==> src/rtl/kmap_result_capture.sv <==
// rtl/kmap_result_capture.sv - capture stage storing K-map output nibbles by input code (optional KMAP_CAPTURE_CHECK_EN golden compare)
module kmap_result_capture #(
    parameter logic [31:0] GOLDEN = 32'h0000_0000
) (
    input  logic       clk,
    input  logic       rst,
    input  logic       start,
    input  logic [2:0] in_code,
    input  logic [3:0] in_data,
    input  logic       in_valid,
    output logic       in_ready,
    output logic       busy,
    output logic       done,
    output logic [7:0] filled,
    output logic [5:0] ones_total,
    input  logic [2:0] rd_addr,
    output logic [3:0] rd_data,
    output logic       err,
    output logic [7:0] mismatch
);

    typedef enum logic [1:0] {
        IDLE    = 2'd0,
        CAPTURE = 2'd1,
        DONE    = 2'd2
    } state_t;

    state_t     state;
    state_t     state_next;
    logic [3:0] mem [8];
    logic       accept;
    logic [7:0] filled_upd;

    function automatic logic [5:0] pop4(input logic [3:0] d);
        pop4 = 6'(d[0]) + 6'(d[1]) + 6'(d[2]) + 6'(d[3]);
    endfunction

    assign accept     = in_valid && in_ready && !start;
    assign filled_upd = filled | (8'd1 << in_code);
    assign rd_data    = mem[rd_addr];

    always_ff @(posedge clk or negedge rst) begin
        if (!rst) begin
            state <= IDLE;
        end else begin
            state <= state_next;
        end
    end

    always_comb begin
        state_next = state;
        in_ready   = 1'b0;
        busy       = 1'b0;
        done       = 1'b0;
        case (state)
            IDLE: begin
                if (start) state_next = CAPTURE;
            end
            CAPTURE: begin
                in_ready = 1'b1;
                busy     = 1'b1;
                // start wins over a same-cycle beat, so completion is only reachable without it
                if (!start && accept && filled_upd == 8'hFF) state_next = DONE;
            end
            DONE: begin
                done = 1'b1;
                if (start) state_next = CAPTURE;
            end
            default: state_next = IDLE;
        endcase
    end

    always_ff @(posedge clk or negedge rst) begin
        if (!rst) begin
            filled     <= 8'h00;
            ones_total <= 6'd0;
            for (int i = 0; i < 8; i++) mem[i] <= 4'h0;
        end else if (start) begin
            filled     <= 8'h00;
            ones_total <= 6'd0;
            for (int i = 0; i < 8; i++) mem[i] <= 4'h0;
        end else if (accept) begin
            mem[in_code] <= in_data;
            filled       <= filled_upd;
            // old entry's bits leave the total, so overwrites never double count
            ones_total   <= ones_total - pop4(mem[in_code]) + pop4(in_data);
        end
    end

`ifdef KMAP_CAPTURE_CHECK_EN
    logic [7:0] mis_q;
    logic       err_q;
    logic [7:0] mis_next;

    always_comb begin
        mis_next          = mis_q;
        mis_next[in_code] = (in_data != GOLDEN[{in_code, 2'b00} +: 4]);
    end

    always_ff @(posedge clk or negedge rst) begin
        if (!rst) begin
            mis_q <= 8'h00;
            err_q <= 1'b0;
        end else if (start) begin
            mis_q <= 8'h00;
            err_q <= 1'b0;
        end else if (accept) begin
            mis_q <= mis_next;
            err_q <= |mis_next;
        end
    end

    assign mismatch = mis_q;
    assign err      = err_q;
`else
    logic unused_golden;
    assign unused_golden = ^GOLDEN;
    assign mismatch      = 8'h00;
    assign err           = 1'b0;
`endif

endmodule
==> config.mk <==
export PLATFORM = sky130hd
export DESIGN_NAME = kmap_result_capture
export DESIGN_NICKNAME = d
export VERILOG_FILES = /design/src/rtl/kmap_result_capture.sv
export SDC_FILE = /design/constraint.sdc
export NUM_CORES = 1
export LEC_CHECK = 0
export CAP_MARGIN = 5
export CORE_MARGIN = 1.5
export CORE_UTILIZATION = 45
export CTS_CLUSTER_DIAMETER = 80
export DETAILED_ROUTE_END_ITERATION = 7
export GPL_TIMING_DRIVEN = 0
export PLACE_DENSITY_LB_ADDON = 0.12
export SLEW_MARGIN = 30
export SYNTH_ARGS = -nofsm -noshare
export SYNTH_HDL_FRONTEND = slang
export SYNTH_SLANG_ARGS = --single-unit
==> constraint.sdc <==
create_clock -name clk -period 6.7 [get_ports clk]
set_input_delay 1.34 -clock clk [delete_from_list [all_inputs] [get_ports clk]]
set_output_delay 1.34 -clock clk [all_outputs]
set_load 0.1 [all_outputs]
== Word-level counts from Yosys, hierarchy flattened ==
Cells that the tools add are included.
Storage, ports and cells
  register bits: 48
  output and inout port bits: 30
  logic and storage cells: 61
Operators by class
  add/subtract/negate cells: 8
  reduce and logical (&&, ||, !) cells: 10
  bitwise gates (word level): 3
  muxes and demuxes: 20
  magnitude comparators: 3
  equality and inequality tests: 5
  shift-type cells: 1
Operators with widths (number)
  2-to-1 mux 32 bit: 2
  bitwise mux 32 bit: 1
  binary-select mux 4 bit (select 3 bit): 2
  2-to-1 mux 4 bit: 5
  2-to-1 mux 8 bit: 2
  demux 4 bit (select 3 bit): 1
  2-to-1 mux 6 bit: 2
  adder 3 x 1 -> 4 bit: 2
  equality test 8 bit (second input constant): 1
  >= comparator 4 bit (second input constant): 2
  NOT 3 -> 4 bit: 2
  bitwise OR 8 bit: 1
  left shift 1 x 3 -> 8 bit (first input constant): 1
  adder 2 x 1 -> 3 bit: 2
  adder 6 x 4 -> 6 bit: 1
  subtractor 6 x 4 -> 6 bit: 1
  logical AND 1 bit: 5
  adder 1 x 1 -> 2 bit: 2
  less-than comparator 4 x 1 -> 1 bit (second input constant): 1
  2-to-1 mux 2 bit: 2
  one-hot mux 2 bit (2 select lines): 1
  equality test 2 x 1 -> 1 bit (second input constant): 1
  equality test 2 bit (second input constant): 1
  zero test 2 bit: 1
  7 further kinds: 8

== Logic depth before layout (Yosys ltp) ==
Gate-level depths: netlist of run 1.
  word-level depth: 11
  mapped depth: 15
  depth with buffers taken out: 13

== Worst setup path after synthesis of run 1 ==
Ideal clock, no wire load.
  kind: input to register
  from: in in_code[1]
  to: reg ones_total[5]
  cell stages on the path: 15
  path slack: 1.702 ns
  buffers on the path: 2
  arrival time: 4.920 ns
  path through: buf_2 > buf_4 > mux4_2 > mux2i_1 > fa_1 > inv_1 > fa_1 > fa_1 > inv_1 > ha_1 > fa_1 > nand2_1 > a31oi_1 > or4_1 > a21oi_1
On the way
  cells in the longest elaborated chain, start to end: 11
RTL lines
  start, declared: line 8  | input logic [2:0] in_code,
  NOT 3 -> 4 bit (implied by the code) (*): line 86  | ones_total <= ones_total - pop4(mem[in_code]) + pop4(in_data);
  binary-select mux 4 bit (select 3 bit) (*): line 86
  2-to-1 mux 4 bit (implied by the code) (*) (2 in a row): line 86
  adder 1 x 1 -> 2 bit: line 35  | pop4 = 6'(d[0]) + 6'(d[1]) + 6'(d[2]) + 6'(d[3]);
  adder 2 x 1 -> 3 bit: line 35
  adder 3 x 1 -> 4 bit (*): line 35
  subtractor 6 x 4 -> 6 bit (*): line 86
  adder 6 x 4 -> 6 bit (*): line 86
  2-to-1 mux 6 bit (*): line 82  | end else if (accept) begin
  2-to-1 mux 6 bit (*): line 78  | end else if (start) begin
  end signal, assigned: line 86
  end, declared: line 15  | output logic [5:0] ones_total,
Every way passes the cells marked *; elsewhere a longest branch is shown, timed or not. The select of a mux whose other input is x is not followed.
A chain may end at the register's enable or synchronous reset.

== Worst setup path after layout of run 1 ==
  from: in in_code[0]
  to: reg ones_total[5]
The elaborated chain is that of the path after synthesis.

==> summary.md, run 1 <==
| Metric | Value |
|---|---|
| Outcome | `finished, final reports clean` |
| # nets final | `344` |
| Total power | `0.983 mW` |
| Async S/R FF share, synth | `1.00` |
| Startpoint types | `input port` |
| Switching Share | `0.404` |
| Mapped cell area | `3000 um2` |
| Post-CTS sizing | `0` |
| Cell Rows | `29` |
| Biggest area consumer among synthesized cells | `dfrtp_1` |
| Clock Path Buffers | `2` |
| Root Driver | `clkbuf_8` |
| CTS buffer count | `5` |
| Hpwl dp | `4.98 mm` |
| Yosys top cell area share | `0.400` |
| CP top delay family | `adder cells` |
| Cell depth of the worst setup path | `15` |
| WHS | `547 ps` |
| CP max-delay cell | `mux4_2` |
| Initial DRT Pass Iterations | `4` |
| DP Area | `3410 um2` |
| Vias in the first global route | `2,173` |
| Final instance area | `3530 um2` |
| Setup TNS Final | `0 ps` |
| Endpoints failing setup | `0` |
| H-tree depth | `2` |
| Seq/Total Area, Yosys | `0.400` |
| Die Y | `84.7 um` |
| Wire per inst | `17.9 um` |
| Most frequent cell after synthesis | `dfrtp_1` |
| Worst Tran Pin Value | `981 ps` |
| Power Dens Cells | `278 nW/um2` |
| ANT nets after route | `0` |
| Clock share of power | `0.251` |
| Combinational fraction of design power | `0.418` |
| Largest net degree at the start of global routing | `49` |
| Sink Count | `48` |
| Post-synth EDFFs | `0` |
| GRT Overall Usage | `0.216` |
| Clk_skew | `10.6 ps` |
| Number of max-cap violations | `0` |
| Worst vdd ir | `0.266 mV` |
| Initial antenna violation count | `0` |
| Period utilization | `0.815` |
| Inst Count DP | `388` |
| Main area contributors after synthesis | `dfrtp_1, mux4_2, mux2i_1` |
| Critical Path End Type | `register` |
| Reg2Reg Depth | `13` |
| Worst-path clk slew | `90 ps` |
| Leakage | `1.63 nW` |
| Slowest stage delay, CP | `550 ps` |
| Syn_area_per_cell | `10.9 um2` |
| Final Hold Fails | `0` |
| Final wirelength | `7.08 mm` |
| Core ar. | `6390 um2` |
| Fmax | `183 MHz` |
| Sw Pwr | `0.398 mW` |
| RePlAce Congestion | `0.782` |
| CP Data Required Time | `6920 ps` |
| Flop pwr share | `0.331` |
| Port Buffers | `28` |
| Layout cells sized above 1 | `0.167` |
| WS Path Type | `input port to register` |
| Ant diodes | `0` |
| Starting DRC count in detailed routing | `242` |
| Ys flop type | `dfrtp_1` |
| Fin cells | `395` |
| Number of placed I/O pins | `44` |
| Area grow syn2layout | `17.8%` |
| Number of remaining DRC errors | `0` |
| Cell-internal power | `0.586 mW` |
| Routed vias | `2,184` |
| Clock Latency Late Sink | `310 ps` |
| Hold Path Class | `register to register` |
| Die width | `84.7 um` |
| Final worst slack | `1240 ps` |
| Max Slew Vio Count | `0` |
| Starting Density | `0.470` |
| Place WS | `892 ps` |
| Max transition margin | `0.344` |
| Finished Core Util | `0.553` |
| CTS tree | `done` |
| Via-to-Cell Ratio | `5.53` |
| Synth cell types | `40` |
| Synth top cells by count | `dfrtp_1, nor2_1, mux2i_1` |
| Mapped Cells | `275` |
| Count of hold-fix buffers inserted at cts | `0` |
| RSZ-0062 raised after global routing | `no` |
| Setup repair bufs after CTS | `0` |
| First-pass GRT wire length | `11.8 mm` |
| Largest fanout on the critical path | `10` |
| Yosys synthesis warning count | `0` |
| WP buf/inv | `4` |
| Overflow after GRT | `0` |
| #FFs+latches synth | `48` |
| Critical-path cell list | `clkdlybuf4s50_1, buf_2, mux4_2, mux2i_1, fa_1, inv_1, fa_1, fa_1, inv_1, ha_1, fa_1, nand2_1, a31oi_1, or4_1, a21oi_1` |
| Cell mode on critical path | `fa_1` |
| DIE AREA | `7170 um2` |
| Cells on Worst Hold Path | `2` |
| Tmin final | `5460 ps` |
| WP data arrival | `5690 ps` |
## kinds of logic after synthesis
logic type | share of synthesized area
and+or+nand+nor | 0.141
muxes | 0.248
buffers and inverters | 0.0829
DFF | 0.400
AOI/OAI and AO/OA | 0.0496
adders and majority gates | 0.0675
xor gates and xnor gates | 0.00876
other | 0.00125
## power groups by stage
stage	Combinational [mW]	Clock [mW]	Sequential [mW]
after global routing	0.443	0.267	0.329
after detailed placement	0.412	0	0.331
after global placement	0.407	0	0.330
after CTS	0.414	0.252	0.326
after floorplan	0.217	0	0.436
final	0.411	0.247	0.325
## layout make-up
class | count | area (um2)
clock inverters | 2 | 60.1
repair buffers | 28 | 278
multi-input cells | 185 | 1580
plain buffers | 30 | 174
inverters | 20 | 75.1
fillers | 593 | 2850
flip-flops and latches | 48 | 1200
well taps | 77 | 96.3
clock buffers | 5 | 68.8
## sequential cells by signal (all words and copies together) (netlist names)
name	count
state	2
filled	8
mem	32
ones_total	6
## worst reg2reg max path: stages, from the launching register on
cell,delay [ps]
dfrtp_1,400
mux4_2,470
mux2i_1,200
fa_1,220
inv_1,60
fa_1,430
fa_1,510
inv_1,40
ha_1,220
fa_1,400
nand2_1,100
a31oi_1,100
or4_1,470
a21oi_1,150
## per-layer routing
metal	vias up	track usage	wire [um]
met5	-	0	0
met3	6	0.0462	517
met1	1090	0.319	3120
met4	0	0.0440	61
li1	1016	-	-
met2	72	0.330	3390
## final timing paths
kind                            start       endpoint  slack (ps)
max                        in_code[0]  ones_total[5]        1240
min                            mem[2]         mem[2]         550
max reg2reg                    mem[0]  ones_total[5]        2840
min reg2reg                    mem[2]         mem[2]         550
max in group asynchronous         rst        mem[31]        5230
min in group asynchronous         rst        mem[23]        1050
## layout by cell type (no fill, tap or decap), types with 3 or more instances in the layout
cell type	netlist	layout
clkdlybuf4s50_1	0	27
nor2b_1	4	4
xor2_1	3	3
mux2_2	4	4
dfrtp_1	48	48
clkbuf_8	0	5
buf_2	7	7
nand3_1	8	8
ha_1	5	5
buf_4	12	13
nor2_1	39	39
mux4_2	16	16
clkbuf_1	9	9
inv_1	20	20
mux2i_1	34	34
conb_1	1	9
fa_1	7	7
a21oi_1	13	13
nand2_1	15	15
No activity file was read; power rests on OpenSTA's default activity.
==> inputs of run 2 (changes only) <==
Clock period 6.7 ns to 5.25 ns, I/O delays scaled along.
==> run 2 against run 1 <==
Global-route usage stayed put. Total power is 28% higher. Sequential power is 28% higher. Cell count stayed put. Critical path depth stayed put. Setup slack worse by 1000 ps. Flip-flop and latch count stayed put. Combinational power is 28% higher. Die area stayed put. Register-to-register slack worse by 1500 ps. Critical endpoint unchanged. Largest cell class unchanged.
==> summary.md, run 2 (same netlist as run 1, synthesis figures left out) <==
| Metric | Value |
|---|---|
| Setup repair bufs after CTS | `0` |
| Cell-internal power | `0.748 mW` |
| Final wirelength | `7.11 mm` |
| Clock Latency Late Sink | `310 ps` |
| Tmin final | `5040 ps` |
| Critical-path cell list | `clkdlybuf4s50_1, buf_6, mux4_2, mux2i_1, fa_1, inv_1, fa_1, fa_1, inv_1, ha_1, fa_1, nand2_1, a31oi_1, or4_1, a21oi_1` |
| Worst Tran Pin Value | `982 ps` |
| Area grow syn2layout | `18.0%` |
| CTS buffer count | `5` |
| CP max-delay cell | `clkdlybuf4s50_1` |
| Commonest non-fill, non-tap cell in the layout | `dfrtp_1` |
| Largest fanout on the critical path | `10` |
| CP Data Required Time | `5470 ps` |
| Final Hold Fails | `0` |
| Hold Path Class | `register to register` |
| H-tree depth | `2` |
| Endpoints failing setup | `0` |
| Die width | `84.7 um` |
| Largest register FFs | `32` |
| Number of remaining DRC errors | `0` |
| Max transition margin | `0.343` |
| Clock Path Buffers | `2` |
| Largest net degree at the start of global routing | `49` |
| Final worst slack | `211 ps` |
| Number of placed I/O pins | `44` |
| RePlAce Congestion | `0.782` |
| Core ar. | `6390 um2` |
| Initial DRT Pass Iterations | `4` |
| Most frequent cells in the layout | `dfrtp_1, nor2_1, mux2i_1` |
| Finished Core Util | `0.555` |
| WS Path Type | `input port to register` |
| CTS tree | `done` |
| Startpoint types | `input port` |
| GRT Overall Usage | `0.216` |
| Sw Pwr | `0.507 mW` |
| Switching Share | `0.404` |
| Most flops, register | `mem` |
| WP data arrival | `5260 ps` |
| Cell Rows | `29` |
| Root Driver | `clkbuf_8` |
| First-pass GRT wire length | `11.8 mm` |
| Top Registers | `mem: 32 flops, filled: 8 flops, ones_total: 6 flops` |
| Wire per inst | `18.0 um` |
| Via-to-Cell Ratio | `5.56` |
| Port Buffers | `28` |
| Outcome | `finished, final reports clean` |
| Critical Path End Type | `register` |
| Worst-path clk slew | `90 ps` |
| Vias in the first global route | `2,173` |
| Slowest stage delay, CP | `560 ps` |
| Sink Count | `48` |
| Power Dens Cells | `354 nW/um2` |
| Starting DRC count in detailed routing | `237` |
| Period utilization | `0.960` |
| DP Area | `3410 um2` |
| Ant diodes | `0` |
| Layout cells sized above 1 | `0.167` |
| Worst vdd ir | `0.340 mV` |
| Initial antenna violation count | `0` |
| RSZ-0062 raised after global routing | `no` |
| Die Y | `84.7 um` |
| Leakage | `1.63 nW` |
| Place WS | `-268 ps` |
| Flop pwr share | `0.331` |
| ANT nets after route | `0` |
| Final instance area | `3540 um2` |
| Combinational fraction of design power | `0.418` |
| Overflow after GRT | `0` |
| Clock share of power | `0.251` |
| Routed vias | `2,196` |
| Fmax | `198 MHz` |
| Hpwl dp | `4.98 mm` |
| Number of max-cap violations | `0` |
| DIE AREA | `7170 um2` |
| Cell mode on critical path | `fa_1` |
| Max Slew Vio Count | `0` |
| # nets final | `344` |
| Clk_skew | `10.3 ps` |
| Starting Density | `0.470` |
[run 2: cell counts in the layout (fill, tap and decap cells not counted)]
Identical to the previous run, type by type.
[run 2: path summary, 6_finish.rpt]
kind	depth (start not counted)	start	slack [ps]	to
setup / recovery	15	in_code[0]	210	ones_total[5]
hold / removal	2	mem[2]	550	mem[2]
setup reg to reg	13	mem[0]	1370	ones_total[5]
hold reg to reg	2	mem[2]	550	mem[2]
max in group asynchronous	1	rst	4070	filled[0]
min in group asynchronous	1	rst	760	ones_total[2]
[run 2: routing by layer]
metal  up-vias  track usage  part of all wire
met5         -            0                 0
met4         0       0.0440            0.0086
met3         6       0.0462             0.063
met2        62        0.330              0.48
met1      1109        0.319              0.44
li1       1019            -                 -
[run 2: what timing repair did]
item,in CTS,in global routing
gates resized for setup,0,5
hold buffers,0,0
setup endpoints to repair,0,1
[run 2: power groups by stage]
| stage | registers, mW | clock network, mW | logic (mW) |
|---|---|---|---|
| 3_3_place_gp | 0.422 | 0 | 0.519 |
| 6_report | 0.416 | 0.315 | 0.525 |
| 5_1_grt | 0.419 | 0.340 | 0.566 |
| 4_1_cts | 0.416 | 0.321 | 0.528 |
| 3_5_place_dp | 0.423 | 0 | 0.526 |
| 2_1_floorplan | 0.557 | 0 | 0.277 |
[run 2: per-stage QoR]
stage | power [mW] | cells | hold WS, ps | setup TNS (ps)
global route | 1.33 | 395 | 580 | 0
finish | 1.26 | 395 | 548 | 0
global placement | 0.941 | 388 | 516 | -246
floorplan | 0.834 | 283 | 498 | 0
CTS | 1.27 | 395 | 557 | 0
detailed placement | 0.949 | 388 | 534 | -268
[run 2: cell type report]
class,instances,area (um2)
Clock buffer,5,68.8
Multi-Input combinational cell,185,1580
Fill cell,592,2840
Buffer,30,183
Inverter,20,75.1
Sequential cell,48,1200
Timing Repair Buffer,28,278
Tap cell,77,96.3
Clock inverter,2,60.1
[run 2: worst max-delay path, delay by kind of cell]
| family | cells | cell delay, ps |
|---|---|---|
| adders and majority gates | 5 | 1790 |
| buffers and inverters | 4 | 870 |
| muxes | 2 | 720 |
| and+or+nand+nor | 2 | 570 |
| AOI/OAI and AO/OA | 2 | 250 |
